**config.mk**
```make
export PLATFORM = sky130hd
export DESIGN_NAME = cipher_sched
export DESIGN_NICKNAME = d
export VERILOG_FILES = /design/src/rtl/cipher_sched_pkg.sv /design/src/rtl/cipher_sched_rr_arb2.sv /design/src/rtl/cipher_sched.sv
export SDC_FILE = /design/constraint.sdc
export NUM_CORES = 1
export LEC_CHECK = 0
export CAP_MARGIN = 20
export CORE_AREA = 2 2 382 384
export CTS_BUF_LIST = sky130_fd_sc_hd__clkbuf_8
export DETAILED_ROUTE_END_ITERATION = 8
export DIE_AREA = 0 0 384 386
export PLACE_DENSITY = 0.33
export SLEW_MARGIN = 20
export SYNTH_ARGS = -nofsm -noshare
export SYNTH_HDL_FRONTEND = slang
export SYNTH_SLANG_ARGS = --single-unit
```
**constraint.sdc**
```tcl
create_clock -name clk -period 5.35 [get_ports clk]
set_input_delay 1.07 -clock clk [delete_from_list [all_inputs] [get_ports clk]]
set_output_delay 1.07 -clock clk [all_outputs]
set_load 0.005 [all_outputs]
```
**src/rtl/cipher_sched_pkg.sv**
```systemverilog
// Shared types for the two-requester cipher scheduler.
package cipher_sched_pkg;
  localparam int BLOCK_W = 128;
  localparam int KEY_W   = 64;

  typedef enum logic [1:0] {
    IDLE = 2'd0,
    RUN  = 2'd1,
    DONE = 2'd2
  } state_e;

  typedef logic req_idx_t;
endpackage

```
**src/rtl/cipher_sched_rr_arb2.sv**
```systemverilog
// Two-way round-robin arbiter: on a tie the requester that did not win last time wins.
module rr_arb2
  import cipher_sched_pkg::*;
(
  input  logic [1:0] req,
  input  req_idx_t   last_grant,
  output logic       gnt_valid,
  output req_idx_t   gnt_idx
);
  always_comb begin
    gnt_valid = |req;
    gnt_idx   = req[1];
    if (&req) gnt_idx = ~last_grant;
  end
endmodule

```
**src/rtl/cipher_sched.sv**
```systemverilog
// Shares one cipher core between two requesters: grants, holds core inputs for
// LATENCY cycles, captures the cipher and pulses the winner's end.
module cipher_sched
  import cipher_sched_pkg::*;
#(
  parameter int LATENCY = 8,
  parameter int CNT_W   = 8
) (
  input  logic               clk,
  input  logic               rst_n,
  input  logic               req0_start,
  input  logic [0:BLOCK_W-1] req0_plain,
  input  logic [0:KEY_W-1]   req0_key,
  output logic               req0_end,
  output logic [0:BLOCK_W-1] req0_result,
  input  logic               req1_start,
  input  logic [0:BLOCK_W-1] req1_plain,
  input  logic [0:KEY_W-1]   req1_key,
  output logic               req1_end,
  output logic [0:BLOCK_W-1] req1_result,
  output logic [0:BLOCK_W-1] core_plain,
  output logic [0:KEY_W-1]   core_key,
  input  logic [0:BLOCK_W-1] core_cipher,
  output logic               busy
);
  localparam logic [CNT_W-1:0] CNT_LAST = CNT_W'(LATENCY - 1);

  state_e             state_q, state_d;
  logic [CNT_W-1:0]   cnt_q, cnt_d;
  req_idx_t           cur_q, cur_d;
  req_idx_t           last_q, last_d;
  logic [0:BLOCK_W-1] plain_q, plain_d;
  logic [0:KEY_W-1]   key_q, key_d;
  logic [0:BLOCK_W-1] res0_q, res0_d, res1_q, res1_d;
  logic               end0_q, end0_d, end1_q, end1_d;

  logic     gnt_valid;
  req_idx_t gnt_idx;

  rr_arb2 u_arb (
    .req        ({req1_start, req0_start}),
    .last_grant (last_q),
    .gnt_valid  (gnt_valid),
    .gnt_idx    (gnt_idx)
  );

  always_comb begin
    state_d = state_q;
    cnt_d   = cnt_q;
    cur_d   = cur_q;
    last_d  = last_q;
    plain_d = plain_q;
    key_d   = key_q;
    res0_d  = res0_q;
    res1_d  = res1_q;
    end0_d  = 1'b0;
    end1_d  = 1'b0;
    case (state_q)
      IDLE: begin
        if (gnt_valid) begin
          cur_d   = gnt_idx;
          last_d  = gnt_idx;
          plain_d = gnt_idx ? req1_plain : req0_plain;
          key_d   = gnt_idx ? req1_key : req0_key;
          cnt_d   = '0;
          state_d = RUN;
        end
      end
      RUN: begin
        cnt_d = cnt_q + CNT_W'(1);
        // Capture on the same edge that enters DONE so end and result appear together.
        if (cnt_q == CNT_LAST) begin
          state_d = DONE;
          if (cur_q) begin
            res1_d = core_cipher;
            end1_d = 1'b1;
          end else begin
            res0_d = core_cipher;
            end0_d = 1'b1;
          end
        end
      end
      DONE:    state_d = IDLE;
      default: state_d = IDLE;
    endcase
  end

  always_ff @(posedge clk or negedge rst_n) begin
    if (!rst_n) begin
      state_q <= IDLE;
      cnt_q   <= '0;
      cur_q   <= 1'b0;
      last_q  <= 1'b1;
      plain_q <= '0;
      key_q   <= '0;
      res0_q  <= '0;
      res1_q  <= '0;
      end0_q  <= 1'b0;
      end1_q  <= 1'b0;
    end else begin
      state_q <= state_d;
      cnt_q   <= cnt_d;
      cur_q   <= cur_d;
      last_q  <= last_d;
      plain_q <= plain_d;
      key_q   <= key_d;
      res0_q  <= res0_d;
      res1_q  <= res1_d;
      end0_q  <= end0_d;
      end1_q  <= end1_d;
    end
  end

  assign core_plain  = plain_q;
  assign core_key    = key_q;
  assign req0_result = res0_q;
  assign req1_result = res1_q;
  assign req0_end    = end0_q;
  assign req1_end    = end1_q;
  assign busy        = (state_q != IDLE);
endmodule

```
Yosys cells after proc, flatten, opt, wreduce, memory -nomap -nowiden:

Cells that the tools add are included.

* add/subtract/negate cells: 1
* equal/unequal tests: 4
* mux-type cells: 14
* bitwise operators: 2
* reduce and logical (&&, ||, !) cells: 10

Operator list (number)
* 128-bit two-way mux: 1
* 64-bit two-way mux: 1
* 8-bit case mux with 2 select lines: 1
* 8-bit by 1-bit adder with 8-bit output, second input constant: 1
* 8-bit by 3-bit == test with 1-bit output, second input constant: 1
* 8-bit two-way mux: 1
* 2-bit AND reduction: 4
* 1-bit two-way mux: 7
* 3-bit AND reduction: 2
* 2-bit two-way mux: 2
* 2-bit != test, second input constant: 2
* 2-bit case mux with 2 select lines: 1
* 2-bit nonzero test: 2
* 2-bit by 1-bit == test with 1-bit output, second input constant: 1
* 2-bit logical NOT: 1
* 1-bit NOT: 2
* 2-bit OR reduction: 1

* flip-flop bits (word level): 462
* input bits: 516
* logic and storage cells: 41

Depth between registers and ports, before layout:

* word-level depth: 3
* gate-level depth with buffers: 6
* depth with buffers taken out: 4

By module:

Synthesis repeated with hierarchy kept, for this count alone.

* cells, all modules: 1440
* area, all modules: 19393.6 µm²

By module, submodules not included
* cipher_sched: instances 1, cells an instance 1438, area an instance 19379.8 µm², seq. area each 11562.3 µm²
* rr_arb2: instances 1, cells an instance 2, area an instance 13.8 µm², seq. area each 0.0 µm²

Worst setup path after synthesis:

No wires, ideal clock.

* path kind: input to register
* from: input port req1_start
* to: register plain_q, in the netlist core_plain[100]
* setup time: 0.133 ns
* arrival time: 2.409 ns
* data required time: 5.217 ns
* setup slack: 2.808 ns
* stages: 6
* cell sequence: a21boi_0 -> clkbuf_1 -> clkbuf_1 -> clkbuf_1 -> mux2i_1 -> o21ai_0

* longest elaborated chain between the ends: 3
* elaborated cells on any way between the ends: 5

Ends and longest elaborated chain
* start, declared: RTL line cipher_sched.sv:16 `input logic req1_start,`
* 2-bit AND reduction: RTL line cipher_sched_rr_arb2.sv:13 `if (&req) gnt_idx = ~last_grant;`
* 1-bit two-way mux: RTL line cipher_sched_rr_arb2.sv:13
* 128-bit two-way mux: RTL line cipher_sched.sv:63 `plain_d = gnt_idx ? req1_plain : req0_plain;`
* end signal, assigned: RTL line cipher_sched.sv:105 `plain_q <= plain_d;`
* end, declared: RTL line cipher_sched.sv:32 `logic [0:BLOCK_W-1] plain_q, plain_d;`

Several ways; a longest one is shown, not always the timed one.
A chain may end at the register's enable or synchronous reset.

Worst setup path after layout:

* from: register state_q[0]
* to: output port busy

* longest elaborated chain between the ends: 1

Ends and longest elaborated chain
* start, declared: RTL line cipher_sched.sv:28 `state_e state_q, state_d;`
* start signal, assigned: RTL line cipher_sched.sv:101 `state_q <= state_d;`
* 2-bit nonzero test: RTL line cipher_sched.sv:120 `assign busy = (state_q != IDLE);`
* end, declared: RTL line cipher_sched.sv:24 `output logic busy`

Every way passes these cells.

==> out/metrics.yaml <==
global_routing:
  grt_start_max_net_pins: 150
  track_usage_pct: 13.3
  grt_pass1_wl_um: 140000
  grt-ovfl-total: 0
  grt_pass1_vias: 17600
  grt_antenna_before_repair: 57
place:
  routabilityCongestion: 0.820
  hpwl_um: 77200
  post-place-cells: 4251
  portBuffers: 966
cts:
  htree_levels: 3
  cts_tree: "yes"
  clk_latency_ps: 770
  cts_resized: 0
  clkTransAtPathRegs_ps: 60
  numCtsBuffers: 96
  post-cts-setup-buffers: 0
  clock_sinks: 462
  clock_path_buffers: 3
  cts_root_buf: "clkbuf_8"
  cts_hold_buf: 0
hold_path:
  hold_class: "in -> async"
setup_path:
  r2r_start: "cnt_q[6]"
  worstSetupPathType: "reg -> out"
  r2r_cells: 4
  reg2reg_to: "req1_result[38]"
  cp.arrival_ps: 2180
  crit_path_start_kind: "register"
  cp_max_fo: 24
  worstSetupEndpointType: "primary output"
  cp.required_ps: 4280
  reg2reg_slack_ps: 2250
detailed_routing:
  dr_total_vias: 16600
  drt_iter0_markers: 704
  antenna_left: 0
  vias_per_cell: 3.73
  wire_per_inst_um: 23.1
  drt-total-wl_um: 103000
  first_pass_iters: 7
  drcViolationCount: 0
final_layout:
  instances_no_fill: 4438
  drive_gt1_share_pct: 16.7
  n_fill_cell: 15400
  fin_nets: 2949
  syn_to_final_growth_pct: 69.3
floorplan:
  core_um2: 145000
  start_util_pct: 13.7
  die_x_um: 384
  io_pins: 967
  die-area_um2: 148000
  placementRows: 140
  die_h_um: 386
power_and_ir_drop:
  clkPwrFrac_pct: 21.7
  seqPwrFrac_pct: 35.5
  p_int_uw: 11600
  total_leakage_power_uw: 0.0140
  max-vdd-ir-drop_mv: 0.225
  p_comb_share_pct: 42.9
  switching_power_uw: 5590
  pwr_density_cell_nw_per_um2: 515
  swShare_pct: 32.5
sta:
  tns_ps: 0
  rsz0062_at_grt: "no"
  slew_headroom_pct: 30.4
  tightest_slew_ps: 1040
  finalCriticalPeriod_ps: 3250
  setup_viol_count_final: 0
  finalCritPeriodShare_pct: 60.8
  fin_skew_ps: 40.7
  fmaxAchievable_mhz: 307
  hold_viol: 0
  drv_slew: 0
  whs_ps: 352
synthesis:
  ys_ff_latch: 462
  yosys.area_share.simple_pct: 0.812
  synth_fa_ha_area_share_pct: 0.0634
  synth_compound_area_share_pct: 10.1
  syn_nets: 1978
  ys_types: 30
  muxShareOfSynthArea_pct: 27.0
  synth_top_family_by_area: "multiplexers"
  synth_cells: 1461
  yosysSeqAreaShare_pct: 58.6
  yosys_warnings: 0
  synth-xor-area-share_pct: 0
  syn_area_um2: 19700
  synth_area_per_cell_um2: 13.5
status:
  status: "complete, no violations"
run:
  maxCapViolations: 0
final cells by class:
cell class,instances,area [um2],area share (%)
flip-flops and latches,462,11600,34.6
repair buffers,989,9980,29.9
diodes,17,42.5,0.127
clock inverters,57,318,0.952
clock buffers,113,1560,4.66
inverters,3,11.3,0.0337
well taps,1917,2400,7.18
multi-input cells,880,7530,22.5
registers in the layout, summed over array words and instances, names as in the netlist:
register     count
cnt_q            8
core_key        64
core_plain     128
cur_q            1
last_q           1
req0_end         1
req0_result    128
req1_end         1
req1_result    128
state_q          2
cell families after synthesis:
family / Yosys count
simple gates: 28
compound gates: 396
buf+inv: 119
mux: 455
flops: 462
fa+ha+maj: 1
through the flow:
stage / instance area, um2 / total power [uW] / setup WS [ps] / util [%]
floorplan: 19700 / 8530 / 2810 / -
global placement: 31500 / 13600 / 2050 / 21.8
detailed placement: 31500 / 13600 / 2020 / 21.8
CTS: 33400 / 17600 / 1920 / 23.1
global route: 33400 / 18300 / 1930 / 23.1
finish: 33400 / 17200 / 2100 / 23.1
synth_stat cells, drive strengths merged:
library cell	count	area (um2)
nand3	3	15.0
o21ai	390	1950
inv	3	11.3
nor3	3	15.0
a21o	1	7.51
nor2	4	15.0
dfstp	1	26.3
nor3b	1	7.51
dfrtp	461	11500
o211ai	3	22.5
mux2	258	3360
nand2b	1	6.26
or2	3	18.8
nor4	2	12.5
ha	1	12.5
nand4	1	6.26
buf	36	355
nand3b	1	7.51
nor2b	1	6.26
mux2i	197	1970
a21boi	1	7.51
a211oi	1	7.51
nand2	5	18.8
or4	3	31.3
clkbuf	80	300
critical path, cell delays in order, from the launching register on:
cell             delay, ps
dfrtp_1                400
or2_4                  380
clkdlybuf4s50_1        590
placed cells by master (no fill, tap or decap):
master,instances
a21boi_4,1
o21ai_0,390
nand2b_1,1
or4_2,1
nor4_2,1
bufinv_16,1
mux2i_1,197
nor2_1,3
clkdlybuf4s50_1,965
or2_4,2
dfrtp_1,461
nor2_4,1
clkinv_2,6
nand4_1,1
a211oi_1,1
mux2_4,120
nand3_1,3
buf_4,12
or4_4,2
nand2_1,5
o211ai_1,3
a21o_1,1
mux2_2,138
inv_8,1
nor2b_1,1
inv_1,47
diode_2,17
nor3_1,3
buf_8,1
dfstp_2,1
ha_1,1
buf_12,11
inv_12,2
nor3b_1,1
or2_2,1
clkinv_8,3
clkbuf_8,113
nand3b_1,1
nor4_1,1
per-layer routing:
metal	track usage (%)	vias up	wire (um)
met5	0	-	184
met4	6.17	30	3030
met3	5.40	203	9530
met2	21.0	747	48700
met1	15.7	8329	41200
li1	-	7243	-
worst max-delay path by stage:
stage | cells after the start | from | slack (ps) | to
floorplan | 6 | req1_start | 2810 | core_plain[100]
global placement | 6 | req0_start | 2050 | core_key[26]
detailed placement | 5 | req0_start | 2020 | core_key[2]
CTS | 2 | state_q[1] | 1920 | busy
global route | 2 | state_q[1] | 1930 | busy
finish | 2 | state_q[0] | 2100 | busy
power by group through the flow:
stage	combinational (uW)	sequential, uW	clock (uW)
after floorplan	2460	6070	0
after global placement	7480	6110	0
after detailed placement	7490	6130	0
after CTS	7520	6120	3960
after global routing	7940	6310	4100
final	7370	6100	3730
Note: power is estimated with default switching activity, not from simulation.
